### config.mk
export PLATFORM = sky130hd
export DESIGN_NAME = count_serial_tx_flat
export DESIGN_NICKNAME = d
export VERILOG_FILES = /design/src/rtl/count_serial_tx_if.sv /design/src/rtl/count_serial_tx.sv /design/src/flat_wrapper.sv
export SDC_FILE = /design/constraint.sdc
export NUM_CORES = 1
export LEC_CHECK = 0
export BUFFER_PORTS_ARGS = -buffer_cell sky130_fd_sc_hd__buf_4
export CAP_MARGIN = 5
export CELL_PAD_IN_SITES_DETAIL_PLACEMENT = 0
export CELL_PAD_IN_SITES_GLOBAL_PLACEMENT = 1
export CORE_MARGIN = 8
export CORE_UTILIZATION = 45
export CTS_BUF_LIST = sky130_fd_sc_hd__clkbuf_4 sky130_fd_sc_hd__clkbuf_8
export DETAILED_ROUTE_END_ITERATION = 6
export GPL_ROUTABILITY_DRIVEN = 1
export PLACE_DENSITY_LB_ADDON = 0.2
export SYNTH_ARGS = -nofsm -noshare
export SYNTH_HDL_FRONTEND = slang
export SYNTH_SLANG_ARGS = --single-unit
### constraint.sdc
create_clock -name clk -period 2.3 [get_ports clk]
set_clock_uncertainty 0.1 [all_clocks]
set_input_delay 0.345 -clock clk [delete_from_list [all_inputs] [get_ports clk]]
set_output_delay 0.345 -clock clk [all_outputs]
set_load 0.02 [all_outputs]
### src/rtl/count_serial_tx_if.sv
// Request/serial-output bundle between the counter stage and the serial transmitter.
// The master drives the snapshot value and the request. The slave is the transmitter.
interface count_serial_tx_if;
    logic [7:0] count_in;
    logic       count_valid;
    logic       req_valid;
    logic       req_ready;
    logic       tx;
    logic       busy;
    logic       tx_done;
    logic [7:0] frame_cnt;

    modport master (
        output count_in, count_valid, req_valid,
        input  req_ready, tx, busy, tx_done, frame_cnt
    );

    modport slave (
        input  count_in, count_valid, req_valid,
        output req_ready, tx, busy, tx_done, frame_cnt
    );
endinterface

### src/rtl/count_serial_tx.sv
// Snapshots the 8-bit count on a valid/ready handshake and sends it as one 8N1 frame:
// a start bit, 8 data bits LSB first, then a stop bit. Completed frames are counted modulo 256.
//
//  state | meaning
//  IDLE  | line high, ready for a request when count_valid is high
//  START | start bit, line low
//  DATA  | data bits 0..7, line follows shift_q[0]
//  STOP  | stop bit, line high; tx_done is raised when this state is left
module count_serial_tx #(
    parameter int unsigned CLKS_PER_BIT = 16
) (
    input  logic                     clk,
    input  logic                     reset,
    count_serial_tx_if.slave         bus
);
    localparam int unsigned BW = $clog2(CLKS_PER_BIT);
    localparam logic [BW-1:0] BAUD_MAX = BW'(CLKS_PER_BIT - 1);

    typedef enum logic [1:0] {
        IDLE  = 2'd0,
        START = 2'd1,
        DATA  = 2'd2,
        STOP  = 2'd3
    } state_t;

    state_t        state_q, state_d;
    logic [7:0]    shift_q, shift_d;
    logic [BW-1:0] baud_q, baud_d;
    logic [2:0]    bit_idx_q, bit_idx_d;
    logic          tx_q, tx_d;
    logic          tx_done_q, tx_done_d;
    logic [7:0]    frame_cnt_q, frame_cnt_d;
    logic          accept;
    logic          baud_tc;

    // The handshake completes only in IDLE with a valid count.
    assign accept  = (state_q == IDLE) && bus.req_valid && bus.count_valid;
    assign baud_tc = (baud_q == '0);

    // Register all state. Reset leaves the line idle-high and aborts any frame in flight.
    always_ff @(posedge clk or posedge reset) begin
        if (reset) begin
            state_q     <= IDLE;
            shift_q     <= '0;
            baud_q      <= '0;
            bit_idx_q   <= '0;
            tx_q        <= 1'b1;
            tx_done_q   <= 1'b0;
            frame_cnt_q <= '0;
        end else begin
            state_q     <= state_d;
            shift_q     <= shift_d;
            baud_q      <= baud_d;
            bit_idx_q   <= bit_idx_d;
            tx_q        <= tx_d;
            tx_done_q   <= tx_done_d;
            frame_cnt_q <= frame_cnt_d;
        end
    end

    // Compute the next state and the next line level.
    // tx_d is the level for the cycle after the edge, so the line changes on the same edge as the state.
    always_comb begin
        state_d     = state_q;
        shift_d     = shift_q;
        baud_d      = baud_q;
        bit_idx_d   = bit_idx_q;
        tx_d        = 1'b1;
        tx_done_d   = 1'b0;
        frame_cnt_d = frame_cnt_q;

        unique case (state_q)
            IDLE: begin
                if (accept) begin
                    shift_d = bus.count_in;
                    baud_d  = BAUD_MAX;
                    state_d = START;
                    tx_d    = 1'b0;
                end
            end
            START: begin
                tx_d = 1'b0;
                if (baud_tc) begin
                    baud_d    = BAUD_MAX;
                    bit_idx_d = '0;
                    state_d   = DATA;
                    tx_d      = shift_q[0];
                end else begin
                    baud_d = baud_q - 1'b1;
                end
            end
            DATA: begin
                tx_d = shift_q[0];
                if (baud_tc) begin
                    baud_d  = BAUD_MAX;
                    shift_d = {1'b0, shift_q[7:1]};
                    if (bit_idx_q == 3'd7) begin
                        state_d = STOP;
                        tx_d    = 1'b1;
                    end else begin
                        bit_idx_d = bit_idx_q + 3'd1;
                        tx_d      = shift_q[1];
                    end
                end else begin
                    baud_d = baud_q - 1'b1;
                end
            end
            STOP: begin
                tx_d = 1'b1;
                if (baud_tc) begin
                    state_d     = IDLE;
                    tx_done_d   = 1'b1;
                    frame_cnt_d = frame_cnt_q + 8'd1;
                end else begin
                    baud_d = baud_q - 1'b1;
                end
            end
            default: begin
                state_d = IDLE;
            end
        endcase
    end

    assign bus.req_ready = (state_q == IDLE) && bus.count_valid;
    assign bus.busy      = (state_q != IDLE);
    assign bus.tx        = tx_q;
    assign bus.tx_done   = tx_done_q;
    assign bus.frame_cnt = frame_cnt_q;

endmodule

### src/flat_wrapper.sv
// flat-port wrapper written by rule: the top's interface ports become plain ports
module count_serial_tx_flat 
#(
    parameter int unsigned CLKS_PER_BIT = 16
)
  (clk, reset, bus_count_in, bus_count_valid, bus_req_valid, bus_req_ready, bus_tx, bus_busy, bus_tx_done, bus_frame_cnt);
  count_serial_tx_if bus_i ();
  input  logic clk;
  input  logic reset;
  input wire logic [$bits(bus_i.count_in)-1:0] bus_count_in;
  input wire logic [$bits(bus_i.count_valid)-1:0] bus_count_valid;
  input wire logic [$bits(bus_i.req_valid)-1:0] bus_req_valid;
  output wire logic [$bits(bus_i.req_ready)-1:0] bus_req_ready;
  output wire logic [$bits(bus_i.tx)-1:0] bus_tx;
  output wire logic [$bits(bus_i.busy)-1:0] bus_busy;
  output wire logic [$bits(bus_i.tx_done)-1:0] bus_tx_done;
  output wire logic [$bits(bus_i.frame_cnt)-1:0] bus_frame_cnt;
  assign bus_i.count_in = bus_count_in;
  assign bus_i.count_valid = bus_count_valid;
  assign bus_i.req_valid = bus_req_valid;
  assign bus_req_ready = bus_i.req_ready;
  assign bus_tx = bus_i.tx;
  assign bus_busy = bus_i.busy;
  assign bus_tx_done = bus_i.tx_done;
  assign bus_frame_cnt = bus_i.frame_cnt;
  count_serial_tx #(.CLKS_PER_BIT(CLKS_PER_BIT)) u_core (.clk(clk), .reset(reset), .bus(bus_i));
endmodule
Word-level counts from Yosys, hierarchy flattened:

Cells that the tools add are included.

* div/mod/pow operators: 0
* mux-type cells: 24
* eq/ne operators: 11
* bitwise gates (word level): 0
* shift-type cells: 0
* order comparisons: 0
* add/subtract/negate cells: 3
* $mul: 0
* reduce and logical (&&, ||, !) cells: 14

Operators with widths (count)
* 2-to-1 mux 8 bit: 2
* case mux 8 bit (2 select lines): 1
* 2-to-1 mux 4 bit: 3
* case mux 4 bit (3 select lines): 1
* 2-to-1 mux 2 bit: 5
* inequality test 2 x 1 -> 1 bit, second input constant: 5
* 2-to-1 mux 3 bit: 3
* adder 8 x 1 -> 8 bit, second input constant: 1
* case mux 2 bit (4 select lines): 1
* 2-to-1 mux 1 bit: 6
* case mux 3 bit (2 select lines): 1
* nonzero test 2 bit: 3
* AND reduction 5 bit: 1
* == test 2 bit, second input constant: 2
* zero test 4 bit: 1
* inequality test 2 bit, second input constant: 2
* case mux 1 bit (4 select lines): 1
* AND reduction 2 bit: 2
* AND reduction 4 bit: 1
* subtractor 4 x 1 -> 4 bit, second input constant: 1
* adder 3 x 1 -> 3 bit, second input constant: 1
* == test 3 bit, second input constant: 1
* logical AND 1 bit: 3
* AND reduction 3 bit: 1
* 3 further kinds: 3

* bits in latches: 0
* output and inout bits: 12
* register bits: 27
* memories: 0
* bits in read-only memories: 0
* memory bits (writable): 0

Longest topological paths before layout:

Gate-level depths: netlist of the first run.

* depth after elaboration: 5
* mapped depth: 7

Least setup slack after synthesis of the first run:

Ideal clock, no wire load.

* kind: register to register
* start point: reg u_core.state_q[0]
* end point: reg u_core.state_q[1]
* stages on the path, launching flop included: 6
* slack: 0.423 ns
* library setup time: 0.128 ns
* data required time: 2.072 ns
* arrival: 1.649 ns
* cells stage by stage: dfrtp_1 > inv_1 > ha_1 > or3_1 > a221oi_2 > mux2_1

* word-level cells in the longest chain between the ends: 5
* elaborated cells on any way between the ends: 13
* classes of those cells: eq/ne (8); mux (1); reduce/logical (4)

Ends and longest elaborated chain
* from (decl): line count_serial_tx.sv:26 `state_t state_q, state_d;`
* from (signal assigned): line count_serial_tx.sv:51 `state_q <= state_d;`
* zero test 2 bit: line count_serial_tx.sv:37, count_serial_tx.sv:72
* logical AND 1 bit (2 in series): line count_serial_tx.sv:37 `assign accept = (state_q == IDLE) && bus.req_valid && bus.count_valid;`
* inequality test 2 x 1 -> 1 bit (no line)
* AND reduction 5 bit (no line)

Parallel ways exist; a longest one is shown, timed or not.
A chain may end at the register's enable or synchronous reset.

Worst setup path in the final report of the first run:

* start point: reg u_core.baud_q[0]
* end point: reg u_core.state_q[1]

* word-level cells in the longest chain between the ends: 3
* elaborated cells on any way between the ends: 5
* classes of those cells: eq/ne (3); reduce/logical (2)

Ends and longest elaborated chain
* from (decl): line count_serial_tx.sv:28 `logic [BW-1:0] baud_q, baud_d;`
* from (signal assigned): line count_serial_tx.sv:53 `baud_q <= baud_d;`
* zero test 4 bit (*): line count_serial_tx.sv:38 `assign baud_tc = (baud_q == '0);`
* inequality test 2 x 1 -> 1 bit (no line)
* AND reduction 5 bit (no line) (*)

Every way passes the cells marked *; elsewhere a longest branch is shown, timed or not.

==> run_results.csv, run 1 <==
group,metric,value,unit
setup_path,path_max_fanout,11,
global_route,grtUsageTotal,12.8,%
clock_tree,postCtsSetupBuffers,0,
yosys,synthArstFlopShare,100,%
place,dp_cells,215,
floorplan,ioPinCount,24,
timing,max_slew_margin,62.8,%
yosys,synth_nets,170,
power,p_sw,165,uW
floorplan,dieWidth,74.9,um
clock_tree,insertion_delay,0.33,ns
floorplan,fp-row-count,21,
floorplan,initial_utilization,46.8,%
floorplan,die-area,0.00561,mm2
yosys,synth_area,0.00156,mm2
clock_tree,cts_num_sinks,27,
yosys,synth_flop_cell,"dfrtp_1",
timing,setup_tns,0,ns
clock_tree,cts_max_path_buffers,2,
floorplan,die_y,74.9,um
power,vdd_drop_max,0.184,mV
clock_tree,clk_pin_slew,0.16,ns
timing,finalSetupViolCount,0,
global_route,antenna_found_initial,0,
layout,area_delta_synth_final,16.9,%
global_route,grt_overflow,0,
job,maxCapViolCount,0,
yosys,ys_seq_area_share,43.3,%
timing,rsz0062_at_grt,"false",
setup_path,cp.arrival,2.26,ns
yosys,yosys_register_bits,27,
power,power_density,395,mW/mm2
drt,wl_per_cell,15.2,um
yosys,ys_types,52,
timing,hold_violations,0,
timing,final_max_slew_viol_count,0,
layout,nNetsFinal,196,
place,gp_congestion,0.838,
layout,layout-drive-gt1-share,23.6,%
setup_path,cp.required,2.42,ns
timing,tightest_slew,0.558,ns
yosys,synth_area_per_cell,10.5,um2
place,io_buffers,23,
layout,fin_cells,220,
place,place_hpwl,2.47,mm
layout,fillers,313,
clock_tree,clock-root-buffer,"clkbuf_4",
global_route,grt_pass1_wl,5.64,mm
drt,dr.pass1.iters,4,
power,seqPwrFrac,65.9,%
yosys,synth-edff-count,0,
min_path,hp-class,"primary input to flop",
setup_path,end_kind,"flop",
power,intPower,556,uW
power,clkPwrFrac,29.9,%
drt,drc,0,
global_route,grt_pass1_vias,1211,
setup_path,path_class,"flop to flop",
run_status,run_status,"finished, final reports clean",
drt,vias_per_cell,5.65,
timing,timing.fmax,469,MHz
power,netSwitchingFraction,22.8,%
timing,period_share,92.8,%
floorplan,coreArea,0.00334,mm2
yosys,yosys_warnings,0,
timing,fin_crit,2.13,ns
power,pwr-share-comb,4.3,%
power,p_leak,0.000838,uW
drt,vias,1243,
clock_tree,cts_tree,"built",
drt,first_iter_violations,59,
clock_tree,htree_levels,1,
drt,ant_nets,0,
layout,antenna_cells,0,
setup_path,cp-start-kind,"flop",
drt,totalWireLength,3.34,mm
clock_tree,cts_buffers,3,
yosys,syn_inst,149,
global_route,grt_max_degree,30,
## repair_timing
item	CTS	global route
gates resized for setup	0	0
hold endpoints to repair	13	0
hold buffers	1	0
## cell usage in the layout (no fill, tap or decap), drive strengths merged, types with 3 or more instances in the layout
cell,Yosys,final
o21ai,4,4
clkbuf,4,3
a31oi,3,3
a21oi,4,4
xnor2,6,6
dfrtp,26,26
nand2b,3,3
nand2,5,5
nor2,4,4
inv,10,10
buf,3,27
a2bb2oi,6,6
nand3,11,11
ha,9,9
o211ai,4,4
a211oi,3,3
o22ai,5,5
## per-stage QoR
| stage | utilization (%) | setup slack, ns | cell area (um2) | hold slack, ns | power [uW] |
|---|---|---|---|---|---|
| floorplan | - | 0.423 | 1560 | 0.297 | 494 |
| global placement | 53.5 | 0.289 | 1790 | 0.321 | 513 |
| detailed placement | 53.5 | 0.195 | 1790 | 0.331 | 514 |
| CTS | 54.7 | 0.172 | 1830 | 0.209 | 735 |
| global route | 54.7 | 0.0795 | 1830 | 0.210 | 754 |
| finish | 54.7 | 0.166 | 1830 | 0.221 | 721 |
## path summary, 6_finish.rpt
check | startpoint | endpoint | slack [ns] | depth (start not counted)
setup / recovery | u_core.baud_q[0] | u_core.state_q[1] | 0.17 | 5
hold / removal | bus_count_in[1] | u_core.shift_q[1] | 0.22 | 3
setup reg to reg | u_core.baud_q[0] | u_core.state_q[1] | 0.17 | 5
hold reg to reg | u_core.bus.frame_cnt[7] | u_core.bus.frame_cnt[7] | 0.38 | 1
max in group asynchronous | reset | u_core.bus.tx | 0.92 | 4
min in group asynchronous | reset | u_core.baud_q[0] | 0.50 | 3
## layout make-up
cell class / instances / area (um2) / area share (%)
Inverter: 10 / 37.5 / 2.06
Clock inverter: 1 / 7.51 / 0.411
Tap cell: 46 / 57.6 / 3.15
Clock buffer: 3 / 22.5 / 1.23
Multi-Input combinational cell: 105 / 811 / 44.4
Sequential cell: 27 / 677 / 37.1
Timing Repair Buffer: 28 / 213 / 11.7
## synth_stat cells, types with 2 or more instances
| master | n | share of area (%) |
|---|---|---|
| dfrtp_1 | 26 | 42 |
| nand3_1 | 11 | 3.5 |
| inv_1 | 10 | 2.4 |
| ha_1 | 9 | 7.2 |
| a2bb2oi_1 | 6 | 3.4 |
| xnor2_1 | 6 | 3.4 |
| nand2_1 | 5 | 1.2 |
| o22ai_1 | 5 | 2.0 |
| a21oi_1 | 4 | 1.3 |
| clkbuf_1 | 4 | 0.96 |
| nor2_1 | 4 | 0.96 |
| o211ai_1 | 4 | 1.9 |
| o21ai_0 | 4 | 1.3 |
| a211oi_1 | 3 | 1.4 |
| a31oi_1 | 3 | 1.2 |
| nand2b_1 | 3 | 1.2 |
| a21bo_2 | 2 | 1.3 |
| and2_1 | 2 | 0.80 |
| and4b_1 | 2 | 1.3 |
| buf_2 | 2 | 0.64 |
| nand4_1 | 2 | 0.80 |
| nor3_1 | 2 | 0.64 |
## sequential cells by signal (all words and copies together), names as in the netlist
register              flops
u_core.bus.tx             1
u_core.shift_q            8
u_core.baud_q             4
u_core.bit_idx_q          3
u_core.bus.tx_done        1
u_core.state_q            2
u_core.bus.frame_cnt      8
## layer usage
metal	GRT usage [%]	vias up	part of all wire, %
met5	0	-	0
met4	3.26	0	0.69
met3	2.26	2	4.0
met2	19.8	16	47
met1	17.7	611	49
li1	-	614	-
## critical path, stage by stage, from the launching register on
cell and delay (ns):
dfrtp_1 0.46, inv_1 0.08, ha_1 0.25, or3b_4 0.50
a221oi_2 0.30, mux2_1 0.35
## cell families after synthesis
family          share of synthesized area [%]
compound gates                           23.5
flops                                    43.3
xor+xnor                                 3.93
simple gates                             15.9
fa+ha+maj                                7.21
buf+inv                                  4.73
mux                                      1.44
## power by group through the flow
stage / combinational (uW) / sequential (uW) / clock [uW]
3_5_place_dp: 30.4 / 484 / 0
5_1_grt: 34.8 / 475 / 244
3_3_place_gp: 29.3 / 484 / 0
4_1_cts: 31.9 / 475 / 228
2_1_floorplan: 9.94 / 484 / 0
6_report: 30.7 / 475 / 215
Note: power is estimated with default switching activity, not from simulation.
==> run 2: changes to the inputs <==
==> constraint.sdc (replaced) <==
create_clock -name clk -period 2.3 [get_ports clk]
set_clock_uncertainty 0.1 [all_clocks]
set_input_delay 0.115 -clock clk [delete_from_list [all_inputs] [get_ports clk]]
set_output_delay 0.115 -clock clk [all_outputs]
set_load 0.02 [all_outputs]
==> run_results.csv, run 2 (synthesis gave the netlist of run 1 again) <==
group,metric,value,unit
run_status,run_status,"finished, final reports clean",
timing,setup_tns,0,ns
drt,vias,1240,
layout,fillers,309,
setup_path,end_kind,"flop",
setup_path,cp.arrival,2.24,ns
power,p_leak,0.000847,uW
drt,vias_per_cell,5.61,
drt,totalWireLength,3.53,mm
setup_path,slowest_delay,0.50,ns
setup_path,cp-start-kind,"flop",
clock_tree,cts_tree,"built",
global_route,grt_max_degree,30,
setup_path,path_class,"flop to flop",
clock_tree,cts_max_path_buffers,2,
timing,rsz0062_at_grt,"false",
clock_tree,postCtsSetupBuffers,0,
min_path,whs_endpoint,"u_core.shift_q[2]",
layout,antenna_cells,0,
global_route,use_met2,20.9,%
floorplan,coreArea,0.00334,mm2
layout,multi_input_area,811,um2
setup_path,worstReg2RegStart,"u_core.baud_q[0]",
global_route,top_usage_layer,"met2",
setup_path,cp.required,2.42,ns
clock_tree,cts_num_sinks,27,
clock_tree,cts_buffers,3,
layout,area_delta_synth_final,17.5,%
floorplan,die-area,0.00561,mm2
timing,period_share,92.0,%
min_path,hp-class,"primary input to flop",
setup_path,crit_family,"simple AND/OR/NAND/NOR gates",
timing,finalSetupViolCount,0,
place,dp_slack,0.202,ns
timing,final_max_slew_viol_count,0,
timing,timing.fmax,472,MHz
drt,drc,0,
timing,max_slew_margin,64.5,%
min_path,hp-start,"bus_count_in[2]",
drt,dr.pass1.iters,4,
floorplan,fp-row-count,21,
setup_path,crit_slowest_cell,"or3b_4",
clock_tree,clock-root-buffer,"clkbuf_4",
place,io_buffers,23,
clock_tree,insertion_delay,0.32,ns
drt,first_iter_violations,64,
floorplan,die_y,74.9,um
power,power_density,396,mW/mm2
global_route,grt_pass1_vias,1267,
floorplan,ioPinCount,24,
global_route,grt_pass1_wl,5.78,mm
floorplan,initial_utilization,46.8,%
global_route,grt_overflow,0,
layout,final_cell_mix,"buf_4, dfrtp_1, nand3_1",
layout,layout-drive-gt1-share,23.4,%
global_route,antenna_found_initial,0,
setup_path,path_max_fanout,11,
timing,worst_slack,0.183,ns
job,maxCapViolCount,0,
clock_tree,cts-resized-gates,0,
timing,hold_violations,0,
layout,seq_area,677,um2
setup_path,rrSetupSlack,0.18,ns
setup_path,path_cells,"inv_1 > ha_1 > or3b_4 > a221oi_2 > mux2_1",
layout,nNetsFinal,197,
place,gp_congestion,0.832,
place,place_hpwl,2.55,mm
setup_path,worst-path-buf-inv,1,
timing,fin_crit,2.12,ns
layout,final_common_cell,"buf_4",
global_route,grt.met1_usage,17.5,%
clock_tree,clk_pin_slew,0.15,ns
setup_path,r2r_cells,5,
global_route,grtUsageTotal,13.0,%
power,vdd_drop_max,0.236,mV
power,fin_total_pwr,727,uW
min_path,min_path_cells,3,
clock_tree,htree_levels,1,
drt,wl_per_cell,16.0,um
setup_path,r2r-end,"u_core.state_q[1]",
floorplan,dieWidth,74.9,um
timing,tightest_slew,0.530,ns
drt,ant_nets,0,
layout,fin_util,55.0,%
global_route,grtUsageMet3,2.13,%
-- run 2: cell count changes in the layout (fill, tap and decap cells not counted), sizes merged --
cell | previous run | this run
dlygate4sd3 | 1 | 2
clkinvlp | 1 | 0
clkbuf | 3 | 4
-- run 2: area by class of cell --
| class | instances | area share (%) |
|---|---|---|
| well taps | 46 | 3.14 |
| repair buffers | 29 | 12.1 |
| flip-flops and latches | 27 | 36.9 |
| clock buffers | 4 | 1.64 |
| multi-input cells | 105 | 44.2 |
| inverters | 10 | 2.04 |
-- run 2: how the worst max path moves through the flow --
stage                       from           endpoint  cells after the start
4_1_cts         u_core.baud_q[0]  u_core.state_q[1]                      5
3_5_place_dp    u_core.baud_q[0]  u_core.state_q[1]                      5
3_3_place_gp    u_core.baud_q[0]  u_core.state_q[1]                      5
5_1_grt         u_core.baud_q[0]  u_core.state_q[1]                      5
6_report        u_core.baud_q[0]  u_core.state_q[1]                      5
2_1_floorplan  u_core.state_q[0]  u_core.state_q[1]                      5
-- run 2: worst register-to-register path, delay by kind of cell (launching register included) --
family          cells  cell delay [ns]
flops               1             0.45
buf+inv             1             0.08
fa+ha+maj           1             0.24
compound gates      1             0.31
mux                 1             0.35
simple gates        1             0.50
-- run 2: through the flow --
step,instance area [um2],hold slack [ns],std cells
final,1840,0.0173,221
after global routing,1840,0.0383,221
after global placement,1790,0.104,215
after detailed placement,1790,0.107,215
after floorplan,1560,0.0670,149
after CTS,1830,0.00998,220
-- run 2: report_power, final --
| part | total (uW) | internal (uW) | switching [uW] |
|---|---|---|---|
| Clock | 220 | 79.5 | 140 |
| Sequential | 475 | 475 | 0 |
| Combinational | 33.0 | 16.0 | 17.0 |
-- run 2: routing by layer --
metal,up-vias,share of wire [%]
met1,605,48
met4,0,0.57
met3,2,3.8
met2,17,47
li1,616,-
met5,-,0
-- run 2: what timing repair did --
item,4_1_cts,5_1_grt
setup endpoints to repair,0,0
hold buffers,1,1
endpoints found under the hold margin,26,1
==> run 3: changes to the inputs <==
CORE_MARGIN = 1.5   (was 8)
==> run_results.csv, run 3 (synthesis gave the netlist of run 1 again) <==
group,metric,value,unit
setup_path,worst-path-buf-inv,1,
power,clkPwrFrac,28.7,%
global_route,grt_pass1_vias,1196,
floorplan,dieWidth,61.9,um
timing,max_slew_margin,61.5,%
clock_tree,cts_tree,"built",
global_route,antenna_found_initial,0,
power,p_sw,156,uW
floorplan,die-area,0.00383,mm2
timing,final_max_slew_viol_count,0,
power,seqPwrFrac,66.6,%
global_route,grt_pass1_wl,5.73,mm
power,vdd_drop_max,0.172,mV
setup_path,path_class,"flop to flop",
setup_path,slowest_delay,0.50,ns
layout,antenna_cells,0,
setup_path,cp.arrival,2.24,ns
floorplan,ioPinCount,24,
power,intPower,557,uW
drt,wl_per_cell,15.6,um
drt,drc,0,
drt,first_iter_violations,59,
setup_path,path_cells,"inv_1 > ha_1 > or3b_4 > a221oi_2 > mux2_1",
drt,dr.pass1.iters,4,
power,netSwitchingFraction,21.8,%
floorplan,initial_utilization,46.8,%
timing,hold_violations,0,
power,pwr-share-comb,4.7,%
power,fin_total_pwr,713,uW
power,power_density,387,mW/mm2
timing,period_share,91.7,%
clock_tree,holdBufCountCts,3,
clock_tree,insertion_delay,0.32,ns
place,gp_congestion,0.758,
clock_tree,cts-resized-gates,0,
floorplan,die_y,61.9,um
timing,fin_crit,2.11,ns
setup_path,cp.required,2.43,ns
drt,totalWireLength,3.47,mm
job,maxCapViolCount,0,
clock_tree,cts_buffers,3,
timing,timing.fmax,474,MHz
layout,fillers,315,
power,p_leak,0.000850,uW
setup_path,path_max_fanout,11,
drt,vias_per_cell,5.60,
layout,layout-drive-gt1-share,23.3,%
place,place_hpwl,2.44,mm
clock_tree,postCtsSetupBuffers,0,
clock_tree,cts_num_sinks,27,
clock_tree,cts_max_path_buffers,2,
timing,tightest_slew,0.575,ns
run_status,run_status,"finished, final reports clean",
global_route,grt_overflow,0,
floorplan,coreArea,0.00334,mm2
min_path,hp-class,"primary input to flop",
floorplan,fp-row-count,21,
layout,final_cell_mix,"buf_4, dfrtp_1, nand3_1",
drt,ant_nets,0,
clock_tree,clk_pin_slew,0.15,ns
setup_path,cp-start-kind,"flop",
layout,final_common_cell,"buf_4",
clock_tree,htree_levels,1,
timing,finalSetupViolCount,0,
global_route,grtUsageTotal,20.1,%
drt,vias,1244,
place,io_buffers,23,
setup_path,crit_slowest_cell,"or3b_4",
timing,setup_tns,0,ns
clock_tree,clock-root-buffer,"clkbuf_4",
setup_path,end_kind,"flop",
global_route,grt_max_degree,30,
timing,rsz0062_at_grt,"false",
layout,nNetsFinal,198,
layout,area_delta_synth_final,18.0,%
setup_path,crit_family,"simple AND/OR/NAND/NOR gates",
## run 3: cell types whose count changed in the layout (fill, tap and decap cells not counted), sizes merged
cell         previous run  this run
clkbuf                  4         3
clkinv                  0         1
dlygate4sd3             2         3
## run 3: layer usage
metal	wire length [um]	part of all wire (%)	track usage [%]
met1	1710	49	28.7
met2	1670	48	32.2
met3	74	2.1	2.48
met4	20	0.58	5.47
met5	0	0	0
## run 3: through the flow
| stage | hold slack (ns) | std cells | area, um2 | worst slack (ns) | utilization (%) |
|---|---|---|---|---|---|
| floorplan | 0.0670 | 149 | 1560 | 0.423 | - |
| global placement | 0.106 | 215 | 1790 | 0.288 | 53.5 |
| detailed placement | 0.108 | 215 | 1790 | 0.195 | 53.5 |
| CTS | 0.0440 | 222 | 1840 | 0.167 | 55.2 |
| global route | 0.0441 | 222 | 1840 | 0.0770 | 55.2 |
| finish | 0.0513 | 222 | 1840 | 0.190 | 55.2 |
## run 3: path summary, 6_finish.rpt
check	slack (ns)	to	from	depth (start not counted)
worst max-delay path	0.19	u_core.state_q[1]	u_core.baud_q[0]	5
worst min-delay path	0.05	u_core.shift_q[3]	bus_count_in[3]	3
worst max register to register	0.19	u_core.state_q[1]	u_core.baud_q[0]	5
worst min register to register	0.38	u_core.bus.frame_cnt[7]	u_core.bus.frame_cnt[7]	1
max in group asynchronous	1.51	u_core.bus.tx	reset	4
min in group asynchronous	0.29	u_core.shift_q[2]	reset	4
## run 3: worst register-to-register path, cell delays in order (launching register included)
cell and delay, ns:
dfrtp_1 0.45, inv_1 0.07, ha_1 0.26, or3b_4 0.50, a221oi_2 0.30, mux2_1 0.35
## run 3: power by group through the flow
stage	logic [uW]	clock network [uW]	registers [uW]
floorplan	9.94	0	484
global placement	29.6	0	484
detailed placement	30.1	0	484
CTS	34.2	218	475
global route	38.5	241	475
finish	33.6	204	475
## run 3: area by class of cell
class | count | area, um2 | area share [%]
Tap cell | 46 | 57.6 | 3.12
Multi-Input combinational cell | 105 | 811 | 44.0
Inverter | 10 | 37.5 | 2.04
Sequential cell | 27 | 677 | 36.7
Clock inverter | 1 | 5.00 | 0.272
Clock buffer | 3 | 22.5 | 1.22
Timing Repair Buffer | 30 | 233 | 12.6
